===== src/rtl/coll_responder.sv =====
// Collision responder: tracks the last safe player position, lives, post-hit invulnerability and game over.
// Optional sprite blinking during invulnerability is enabled by defining COLL_BLINK_EN.
module coll_responder #(
   parameter int          INIT_LIVES    = 3,
   parameter int          INVULN_FRAMES = 60,
   parameter int          BLINK_FRAMES  = 4,
   parameter logic [19:0] START_X       = 20'd0,
   parameter logic [19:0] START_Y       = 20'd0
) (
   input  logic        Clk,
   input  logic        Reset_n,
   input  logic        frame_tick,
   input  logic        sprite_coll,
   input  logic [19:0] sprite_xpos,
   input  logic [19:0] sprite_ypos,
   input  logic        restart,
   output logic [19:0] safe_xpos,
   output logic [19:0] safe_ypos,
   output logic        restore,
   output logic        hit_pulse,
   output logic [2:0]  lives,
   output logic        invuln,
   output logic        game_over,
   output logic        sprite_vis
);

   if (INIT_LIVES < 1 || INIT_LIVES > 7 || INVULN_FRAMES < 1 || INVULN_FRAMES > 255 ||
       BLINK_FRAMES < 1 || BLINK_FRAMES > 255) begin : g_param_check
      $error("coll_responder: parameter out of range");
   end

   typedef enum logic [1:0] {
      ACTIVE = 2'd0,
      INVULN = 2'd1,
      DEAD   = 2'd2
   } state_t;

   localparam logic [2:0] LIVES_INIT = 3'(INIT_LIVES);
   localparam logic [7:0] INV_LOAD   = 8'(INVULN_FRAMES - 1);

   state_t      state_r, state_s;
   logic [2:0]  lives_r, lives_s;
   logic [19:0] safe_x_r, safe_x_s, safe_y_r, safe_y_s;
   logic [7:0]  frame_cnt_r, frame_cnt_s;
   logic        restore_r, restore_s, hit_r, hit_s;
   logic        invuln_r, invuln_s, game_over_r, game_over_s;
`ifdef COLL_BLINK_EN
   localparam logic [7:0] BLINK_LAST = 8'(BLINK_FRAMES - 1);
   logic [7:0]  blink_cnt_r, blink_cnt_s;
   logic        vis_r, vis_s;
`endif

   // Next-state and next-output computation; restart outranks frame_tick.
   always_comb begin
      state_s     = state_r;
      lives_s     = lives_r;
      safe_x_s    = safe_x_r;
      safe_y_s    = safe_y_r;
      frame_cnt_s = frame_cnt_r;
      restore_s   = 1'b0;
      hit_s       = 1'b0;
`ifdef COLL_BLINK_EN
      blink_cnt_s = blink_cnt_r;
      vis_s       = vis_r;
`endif
      if (restart) begin
         state_s     = ACTIVE;
         lives_s     = LIVES_INIT;
         safe_x_s    = START_X;
         safe_y_s    = START_Y;
         frame_cnt_s = 8'd0;
         restore_s   = 1'b1;
`ifdef COLL_BLINK_EN
         blink_cnt_s = 8'd0;
         vis_s       = 1'b1;
`endif
      end else if (frame_tick) begin
         case (state_r)
            ACTIVE: begin
               if (!sprite_coll) begin
                  safe_x_s = sprite_xpos;
                  safe_y_s = sprite_ypos;
               end else if (lives_r > 3'd1) begin
                  state_s     = INVULN;
                  lives_s     = lives_r - 3'd1;
                  hit_s       = 1'b1;
                  restore_s   = 1'b1;
                  frame_cnt_s = INV_LOAD;
`ifdef COLL_BLINK_EN
                  blink_cnt_s = 8'd0;
                  vis_s       = 1'b0;
`endif
               end else begin
                  // last life (or none): clamp at zero, no restore
                  state_s = DEAD;
                  lives_s = 3'd0;
                  hit_s   = 1'b1;
               end
            end
            INVULN: begin
               if (frame_cnt_r == 8'd0) begin
                  state_s = ACTIVE;
`ifdef COLL_BLINK_EN
                  blink_cnt_s = 8'd0;
                  vis_s       = 1'b1;
`endif
               end else begin
                  frame_cnt_s = frame_cnt_r - 8'd1;
`ifdef COLL_BLINK_EN
                  if (blink_cnt_r == BLINK_LAST) begin
                     blink_cnt_s = 8'd0;
                     vis_s       = ~vis_r;
                  end else begin
                     blink_cnt_s = blink_cnt_r + 8'd1;
                  end
`endif
               end
            end
            DEAD: begin
               state_s = DEAD;
            end
            default: begin
               state_s = ACTIVE;
            end
         endcase
      end else begin
         state_s = state_r;
      end
      invuln_s    = (state_s == INVULN);
      game_over_s = (state_s == DEAD);
   end

   // State and output registers with asynchronous reset.
   always_ff @(posedge Clk or negedge Reset_n) begin
      if (!Reset_n) begin
         state_r     <= ACTIVE;
         lives_r     <= LIVES_INIT;
         safe_x_r    <= START_X;
         safe_y_r    <= START_Y;
         frame_cnt_r <= 8'd0;
         restore_r   <= 1'b0;
         hit_r       <= 1'b0;
         invuln_r    <= 1'b0;
         game_over_r <= 1'b0;
`ifdef COLL_BLINK_EN
         blink_cnt_r <= 8'd0;
         vis_r       <= 1'b1;
`endif
      end else begin
         state_r     <= state_s;
         lives_r     <= lives_s;
         safe_x_r    <= safe_x_s;
         safe_y_r    <= safe_y_s;
         frame_cnt_r <= frame_cnt_s;
         restore_r   <= restore_s;
         hit_r       <= hit_s;
         invuln_r    <= invuln_s;
         game_over_r <= game_over_s;
`ifdef COLL_BLINK_EN
         blink_cnt_r <= blink_cnt_s;
         vis_r       <= vis_s;
`endif
      end
   end

   assign safe_xpos = safe_x_r;
   assign safe_ypos = safe_y_r;
   assign restore   = restore_r;
   assign hit_pulse = hit_r;
   assign lives     = lives_r;
   assign invuln    = invuln_r;
   assign game_over = game_over_r;
`ifdef COLL_BLINK_EN
   assign sprite_vis = vis_r;
`else
   assign sprite_vis = 1'b1;
`endif

endmodule


===== config.mk =====
export PLATFORM = sky130hd
export DESIGN_NAME = coll_responder
export DESIGN_NICKNAME = d
export VERILOG_FILES = /design/src/rtl/coll_responder.sv
export SDC_FILE = /design/constraint.sdc
export NUM_CORES = 1
export LEC_CHECK = 0
export CAP_MARGIN = 20
export CELL_PAD_IN_SITES_DETAIL_PLACEMENT = 1
export CELL_PAD_IN_SITES_GLOBAL_PLACEMENT = 1
export CORE_MARGIN = 3
export CORE_UTILIZATION = 35
export DETAILED_ROUTE_END_ITERATION = 10
export PLACE_DENSITY_LB_ADDON = 0.1
export SYNTH_ARGS = -nofsm -noshare
export SYNTH_HDL_FRONTEND = slang
export SYNTH_SLANG_ARGS = --single-unit

===== constraint.sdc =====
create_clock -name Clk -period 6 [get_ports Clk]
set_input_delay 1.2 -clock Clk [delete_from_list [all_inputs] [get_ports Clk]]
set_output_delay 1.2 -clock Clk [all_outputs]
set_load 0.02 [all_outputs]

Yosys cells after proc, flatten, opt, wreduce, memory -nomap -nowiden --
Cells that the tools add are included. Widths: inputs -> output; s select.
Storage, ports and cells: register bits after elaboration 57, bits in latches 0, memory bits (writable) 0, memory bits (read-only) 0, input port bits 45, output and inout bits 48, logic and storage cells 63, memories 0
Operators by class: $add $sub $neg 2, multiply operators 0, div/mod/pow operators 0, order comparisons 1, equality and inequality tests 8, shift-type cells 0, mux-type cells 34, bitwise logic cells 0, reductions and logical operators 9
Operators by type and width (count):
- $mux 20 | 8
- $mux 8 | 5
- $pmux 8 s2 | 1
- $mux 3 | 5
- $mux 2 | 5
- $mux 1 | 9
- $ne 3x3->1 const B | 3
- $logic_not 8->1 | 1
- $sub 8x1->8 const B | 1
- $pmux 2 s3 | 1
- $reduce_and 3->1 | 2
- $reduce_bool 2->1 | 3
- $reduce_and 5->1 | 1
- $eq 2x1->1 const B | 2
- $eq 2x2->1 const B | 2
- $gt 3x1->1 const B | 1
- $reduce_bool 3->1 | 1
- $sub 3x1->3 const B | 1
- $logic_not 2->1 | 1
- $ne 2x1->1 const B | 1

Longest topological paths before layout --
Gate-level depths: netlist of the first run.
word-level depth 7, mapped depth 7

Worst setup path after synthesis of the first run --
No wires, ideal clock.
path kind in2reg, start point input port restart, end point register frame_cnt_r[6], library setup time 77 ps, arrival time 2339 ps, path slack 3584 ps, cell stages on the path 5, cell sequence clkbuf_1 > or4bb_1 > nor4_1 > a21oi_1 > a21oi_1
Between the ends: longest elaborated chain between the ends 2, elaborated cells on any way between the ends 7
RTL lines:
- start: declaration | line 16 | input logic restart,
- $ne 3x3->1 (no line), or another cell as far along
- $reduce_and 5->1 (no line)
- end signal: assignment | line 154 | frame_cnt_r <= frame_cnt_s;
- end: declaration | line 44 | logic [7:0] frame_cnt_r, frame_cnt_s;
Several ways; a longest one is shown, not always the timed one. A chain may end at the register's enable or synchronous reset.

Final worst setup path of the first run --
start point input port frame_tick, end point register frame_cnt_r[1]
Between the ends: longest elaborated chain between the ends 2
RTL lines:
- start: declaration | line 12 | input logic frame_tick,
- $reduce_bool 2->1 (no line)
- $reduce_and 5->1 (no line)
Every way passes these cells.

==> results of run 1 <==
worst max-delay path, cell delays in order:
cell	delay, ns
clkdlybuf4s50_1	0.60
nand2b_4	0.10
a311oi_2	0.40
a21o_1	0.29
mux2_1	0.34
final cells by class:
cell class,instances,area share
repair buffers,94,0.249
multi-input cells,193,0.272
clock buffers,13,0.0428
inverters,8,0.00810
clock inverters,3,0.0108
flip-flops and latches,57,0.385
well taps,96,0.0324
path summary, 6_finish.rpt:
path / startpoint / endpoint / cells after the start
max: frame_tick / frame_cnt_r[1]$_DFFE_PN0P_ / 5
min: safe_ypos[3]$_DFFE_PN0P_ / safe_ypos[3]$_DFFE_PN0P_ / 2
max reg2reg: frame_cnt_r[0]$_DFFE_PN0P_ / frame_cnt_r[1]$_DFFE_PN0P_ / 6
min reg2reg: safe_ypos[3]$_DFFE_PN0P_ / safe_ypos[3]$_DFFE_PN0P_ / 2
max in group asynchronous: Reset_n / frame_cnt_r[0]$_DFFE_PN0P_ / 2
min in group asynchronous: Reset_n / safe_xpos[0]$_DFFE_PN0P_ / 2
where the power goes:
part | internal (mW) | switching, mW
logic | 0.0867 | 0.101
clock network | 0.213 | 0.149
registers | 0.411 | 0.0230
kinds of logic after synthesis:
kind of cell / count (synthesis)
muxes: 2
other: 1
and+or+nand+nor: 115
buffers and inverters: 26
adders and majority gates: 4
DFF: 57
AOI/OAI and AO/OA: 71
Yosys cell counts, drive strengths merged:
library cell | number | area [um^2]
a211oi | 1 | 7.51
dfstp | 2 | 52.6
o21ai | 2 | 10.0
o211ai | 1 | 7.51
a31oi | 6 | 37.5
buf | 4 | 20.0
dfrtp | 55 | 1380
and3 | 1 | 6.26
o21ba | 1 | 10.0
or4bb | 1 | 11.3
a21oi | 50 | 250
clkbuf | 14 | 52.6
conb | 1 | 3.75
nor2 | 8 | 30.0
mux2 | 2 | 22.5
nand2 | 84 | 315
a311oi | 4 | 41.3
inv | 8 | 30.0
or4 | 2 | 15.0
nor3b | 2 | 20.0
nor2b | 1 | 6.26
nand2b | 3 | 26.3
o21a | 1 | 7.51
or3 | 3 | 18.8
or3b | 2 | 17.5
nor3 | 5 | 25.0
a21o | 1 | 7.51
nor4 | 2 | 18.8
and2 | 1 | 6.26
o31ai | 3 | 22.5
o21bai | 1 | 7.51
ha | 4 | 50.1
routing by layer:
metal | GRT usage | share of wire
met5 | 0 | 0
met4 | 0.0791 | 0.016
met3 | 0.0389 | 0.040
met2 | 0.297 | 0.49
met1 | 0.233 | 0.45
cell usage in the layout, fill, tap and decap left out, types with 2 or more instances in the layout:
cell,instances
or3_1,3
a21oi_1,50
o21ai_0,2
nand2b_1,2
inv_1,8
nand2_1,84
nor3_1,4
buf_2,2
dfrtp_1,55
a311oi_1,3
clkbuf_1,2
clkbuf_8,11
clkinv_2,2
a31oi_1,6
clkdlybuf4s50_1,89
o31ai_1,3
mux2_1,2
nor2_1,8
or4_1,2
buf_4,3
ha_1,4
dfstp_2,2
metrics by stage:
stage / hold slack (ns) / std cells / utilization / instance area, um^2
after floorplan: 0.472 / 276 / - / 2530
after global placement: 0.494 / 448 / 0.508 / 3510
after detailed placement: 0.514 / 448 / 0.508 / 3510
after CTS: 0.523 / 464 / 0.537 / 3710
after global routing: 0.541 / 464 / 0.537 / 3710
final: 0.520 / 464 / 0.537 / 3710
flip-flops by register name (all words and copies together), names as in the netlist:
signal and count:
frame_cnt_r 8, game_over 1, hit_pulse 1, invuln 1
lives 3, restore 1, safe_xpos 20, safe_ypos 20
state_r 2
==> metrics.md, run 1 <==
| Metric | Value |
|---|---|
| Outcome | `completed` |
| Clock Skew | `0.0124 ns` |
| Max-slew violations | `0` |
| CTS resizes | `0` |
| Seq. cell area | `1430 um^2` |
| Die Area | `about 8300 um^2` |
| H-Tree Depth | `3` |
| Fill count | `828` |
| Area grow syn2layout | `46.4%` |
| RSZ-0062 raised after global routing | `no` |
| Total Power | `about 0.98 mW` |
| Max Clk Rate | `about 370 MHz` |
| Max-Cap Viols | `0` |
| N_diodes | `0` |
| Adder-cell share of the synthesized area | `0.0198` |
| Pleak | `between 1.5 and 2 nW` |
| Gr usage total | `0.182` |
| Synth unique cells | `39` |
| CTS root buf | `clkbuf_8` |
| CP max FO | `6` |
| Final worst-path cycle share | `0.455` |
| Largest net degree at the start of global routing | `58` |
| Core area | `6910 um^2` |
| GRT overflow | `0` |
| Hold WC Path Type | `reg2reg` |
| Multiplexer area fraction after synthesis | `0.00889` |
| Final RePlAce weighted congestion | `0.800` |
| Vias in the first global route | `2379` |
| Drt first pass iters | `4` |
| WP data required | `between 6 and 7 ns` |
| Detailed placement HPWL | `4.81 mm` |
| Sequential area share after synthesis | `0.564` |
| Share of layout cells above drive strength 1 | `0.0761` |
| Final WS setup | `3.27 ns` |
| Final net count | `412` |
| Via count | `2295` |
| DRT antenna net count | `0` |
| DRC errors left | `0` |
| Setup TNS | `0 ns` |
| Flop2flop setup slack | `3.95 ns` |
| Worst-Margin Slew | `1.05 ns` |
| Post-synthesis simple-gate area fraction | `0.204` |
| Worst skew pair latency | `0.33 ns` |
| CP startpoint kind | `input pin` |
| Largest family of logic cells by synthesized area | `simple AND/OR/NAND/NOR gates` |
| Final WL | `7.22 mm` |
| Clock tree buffer depth | `2` |
| Global-route wire length before repair | `roughly 12 mm` |
| Die X | `~90 um` |
| Area used by multi-input combinational logic | `1010 um^2` |
| Compound-gate portion of the synthesized area | `0.161` |
| Drt initial violations | `94` |
| Flops & latches, synth | `57` |
| Mapped Nets | `325` |
| Die Y | `91.1 um` |
| Routed len/inst | `roughly 16 um` |
| PD cells | `about 270 nW/um^2` |
| PortBufs | `between 90 and 100` |
| Max VDD drop | `0.000135 V` |
| Rows | `30` |
| # IOs | `93` |
| Hold Buf Count CTS | `0` |
| Clock Pin Slew Worst Setup and Hold Paths | `0.06 ns` |
| Mapped Cells | `276` |
| Buffers inserted by post-CTS timing repair | `0` |
| Setup-failing EPs final | `0` |
| Clock sinks | `57` |
| Max_slew headroom | `0.299` |
| CTS buffer count | `9` |
| Yosys warning total | `0` |
| Pre-CTS setup slack | `2.92 ns` |
| CTS tree | `built` |
| Initial antenna violation count | `0` |
| Starting Density | `0.367` |
| Crit Path Class | `in2reg` |
| Final min period | `2.73 ns` |
| Critical Path End Type | `flip-flop` |
| Via density | `between 4 and 5` |
| Post-synthesis xor/xnor area fraction | `0` |
| Netlist Area Pre-Place | `2530 um^2` |
| CP arrival | `2.94 ns` |
| Avg Cell Area, Syn | `9.18 um^2` |
| Final hold violation count | `0` |
Note: power is estimated with default switching activity, not from simulation.
==> inputs of run 2 (changes only) <==
--- a/config.mk
+++ b/config.mk
@@ -9,7 +9,7 @@
 export CELL_PAD_IN_SITES_DETAIL_PLACEMENT = 1
 export CELL_PAD_IN_SITES_GLOBAL_PLACEMENT = 1
 export CORE_MARGIN = 3
-export CORE_UTILIZATION = 35
+export CORE_UTILIZATION = 32
 export DETAILED_ROUTE_END_ITERATION = 10
 export PLACE_DENSITY_LB_ADDON = 0.1
 export SYNTH_ARGS = -nofsm -noshare
==> constraint.sdc (replaced) <==
create_clock -name Clk -period 2.6 [get_ports Clk]
set_input_delay 0.52 -clock Clk [delete_from_list [all_inputs] [get_ports Clk]]
set_output_delay 0.52 -clock Clk [all_outputs]
set_load 0.02 [all_outputs]
==> run 2 against run 1 <==
Setup slack worse by 2.7 ns. Critical path depth is 4 lower. Hold slack worse by 0.19 ns. Register-to-register slack worse by 3.4 ns. Global-route usage is 1.5 points lower. Sequential share of layout area fell by 0.71 points. Clock skew shrank 0.0033 ns. Design area rose by 1.9%. Clock power rose by 150%. Flip-flop and latch count unchanged. Combinational power increased by 140%. Highest routed layer unchanged.
==> metrics.md, run 2 (synthesis gave the netlist of run 1 again) <==
| Metric | Value |
|---|---|
| CTS resizes | `0 (unchanged)` |
| CP arrival | `1.54 ns (-1.40 ns)` |
| Routed len/inst | `15.2 um (-2.3%)` |
| Clock Pin Slew Worst Setup and Hold Paths | `0.06 ns (about the same)` |
| R2R Path End | `frame_cnt_r[0]$_DFFE_PN0P_` |
| Final WL | `7.16 mm (-0.87%)` |
| # IOs | `93 (unchanged)` |
| Worst-Margin Slew | `0.735 ns (-0.317 ns)` |
| DRC errors left | `0 (unchanged)` |
| Outcome | `completed` |
| Worst Setup SP | `lives[0]$_DFFE_PN1P_` |
| Clock sinks | `57 (unchanged)` |
| PD cells | `619 nW/um^2 (+130%)` |
| CTS root buf | `clkbuf_8` |
| Share of layout cells above drive strength 1 | `0.0887 (+0.0126)` |
| Rows | `31 (+3.3%)` |
| Starting Density | `0.340 (-0.0266)` |
| CTS buffer count | `9 (unchanged)` |
| Hold WC Path Type | `in2async` |
| Area grow syn2layout | `49.1%` |
| FF-to-FF Start | `lives[0]$_DFFE_PN1P_` |
| Worst skew pair latency | `0.33 ns (about the same)` |
| CTS tree | `built` |
| Initial antenna violation count | `0 (unchanged)` |
| Max-slew violations | `0 (unchanged)` |
| Crit Path Class | `reg2out` |
| RSZ-0062 raised after global routing | `no` |
| Commonest cells after routing, fill and taps aside | `89 x clkdlybuf4s50_1, 84 x nand2_1, 55 x dfrtp_1, 50 x a21oi_1, 9 x clkbuf_8` |
| WP data required | `2.08 ns (-4.12 ns)` |
| Worst path bufs/invs | `1 (unchanged)` |
| R2R cell count | `5 (-1)` |
| Slowest cell on crit path | `clkdlybuf4s50_1` |
| Die Area | `9020 um^2 (+8.7%)` |
| Slowest stage delay, CP | `0.62 ns (+0.02 ns)` |
| Max_slew headroom | `0.510 (+0.211)` |
| Clock tree buffer depth | `2 (unchanged)` |
| Gr usage total | `0.167 (-0.0150)` |
| Most common cell after layout, fill and taps aside | `clkdlybuf4s50_1` |
| PortBufs | `91 (unchanged)` |
| Detailed placement HPWL | `4.90 mm (+1.7%)` |
| Final Non-Filler Cells | `471 (+1.5%)` |
| H-Tree Depth | `3 (unchanged)` |
| Via count | `2276 (-0.83%)` |
| Final net count | `416 (+0.97%)` |
| CP startpoint kind | `flip-flop` |
| DRT antenna net count | `0 (unchanged)` |
| Setup-failing EPs final | `0 (unchanged)` |
| Drt first pass iters | `4 (unchanged)` |
| Clock Skew | `0.00918 ns (-0.00327 ns)` |
| Core area | `7450 um^2 (+7.8%)` |
| Flop2flop setup slack | `0.55 ns (-3.40 ns)` |
| Pleak | `1.59 nW (+2.0%)` |
| Buffers inserted by post-CTS timing repair | `0 (unchanged)` |
| Worst path cell trace | `clkdlybuf4s50_1` |
| Fill count | `863 (+4.2%)` |
| N_diodes | `0 (unchanged)` |
| Drt initial violations | `89 (-5.3%)` |
| Final RePlAce weighted congestion | `0.797 (-0.44%)` |
| GRT overflow | `0 (unchanged)` |
| Die X | `95.0 um (+4.3%)` |
| Final worst-path cycle share | `0.791` |
| Placed insts | `455 (+1.6%)` |
| Vias in the first global route | `2333 (-1.9%)` |
| CP max FO | `6 (unchanged)` |
| Max VDD drop | `0.000273 V (+100%)` |
| Critical Path End Type | `output port` |
| Hold Buf Count CTS | `0 (unchanged)` |
| Max-Cap Viols | `0 (unchanged)` |
| Final hold violation count | `0 (unchanged)` |
| Max Clk Rate | `486 MHz` |
| Via density | `4.83 (-2.3%)` |
| Delay-heaviest family, CP | `buffers and inverters` |
| Final min period | `2.06 ns` |
| Largest net degree at the start of global routing | `58 (unchanged)` |
| Setup TNS | `0 ns (unchanged)` |
| Die Y | `95.0 um (+4.3%)` |
| Global-route wire length before repair | `11.6 mm (-3.3%)` |
-- run 2: layout make-up --
cell class,count,area [um^2],share of cell area
clock inverters,6,82.6,0.0219
repair buffers,98,978,0.259
well taps,99,124,0.0328
flip-flops and latches,57,1430,0.378
inverters,8,30.0,0.00795
clock buffers,10,128,0.0338
multi-input cells,193,1010,0.267
-- run 2: power by group --
group	internal, mW	switching, mW
combinational	0.211	0.233
sequential	0.948	0.0550
clock	0.535	0.357
total	1.69	0.644
-- run 2: worst max path at each step --
stage / to / cells after the start
floorplan: frame_cnt_r[0]$_DFFE_PN0P_ / 6
global placement: frame_cnt_r[6]$_DFFE_PN0P_ / 5
detailed placement: frame_cnt_r[6]$_DFFE_PN0P_ / 5
CTS: lives[0] / 1
global route: frame_cnt_r[1]$_DFFE_PN0P_ / 5
finish: lives[0] / 1
-- run 2: routing by layer --
metal	vias up	routed length (um)	track usage
met5	-	0	0
met4	0	68	0.0505
met3	7	427	0.0566
met2	62	3270	0.254
met1	1094	3390	0.226
li1	1113	-	-
-- run 2: stage by stage --
stage                     power [mW]  instance area [um^2]  hold WS, ns  worst slack (ns)  utilization
final                           2.34                  3780        0.330             0.544        0.507
after global routing            2.47                  3780        0.385             0.476        0.507
after CTS                       2.37                  3780        0.356             0.521        0.507
after detailed placement        1.47                  3570        0.504             0.291        0.479
after global placement          1.46                  3570        0.490             0.346        0.479
after floorplan                 1.23                  2530        0.224             0.617            -
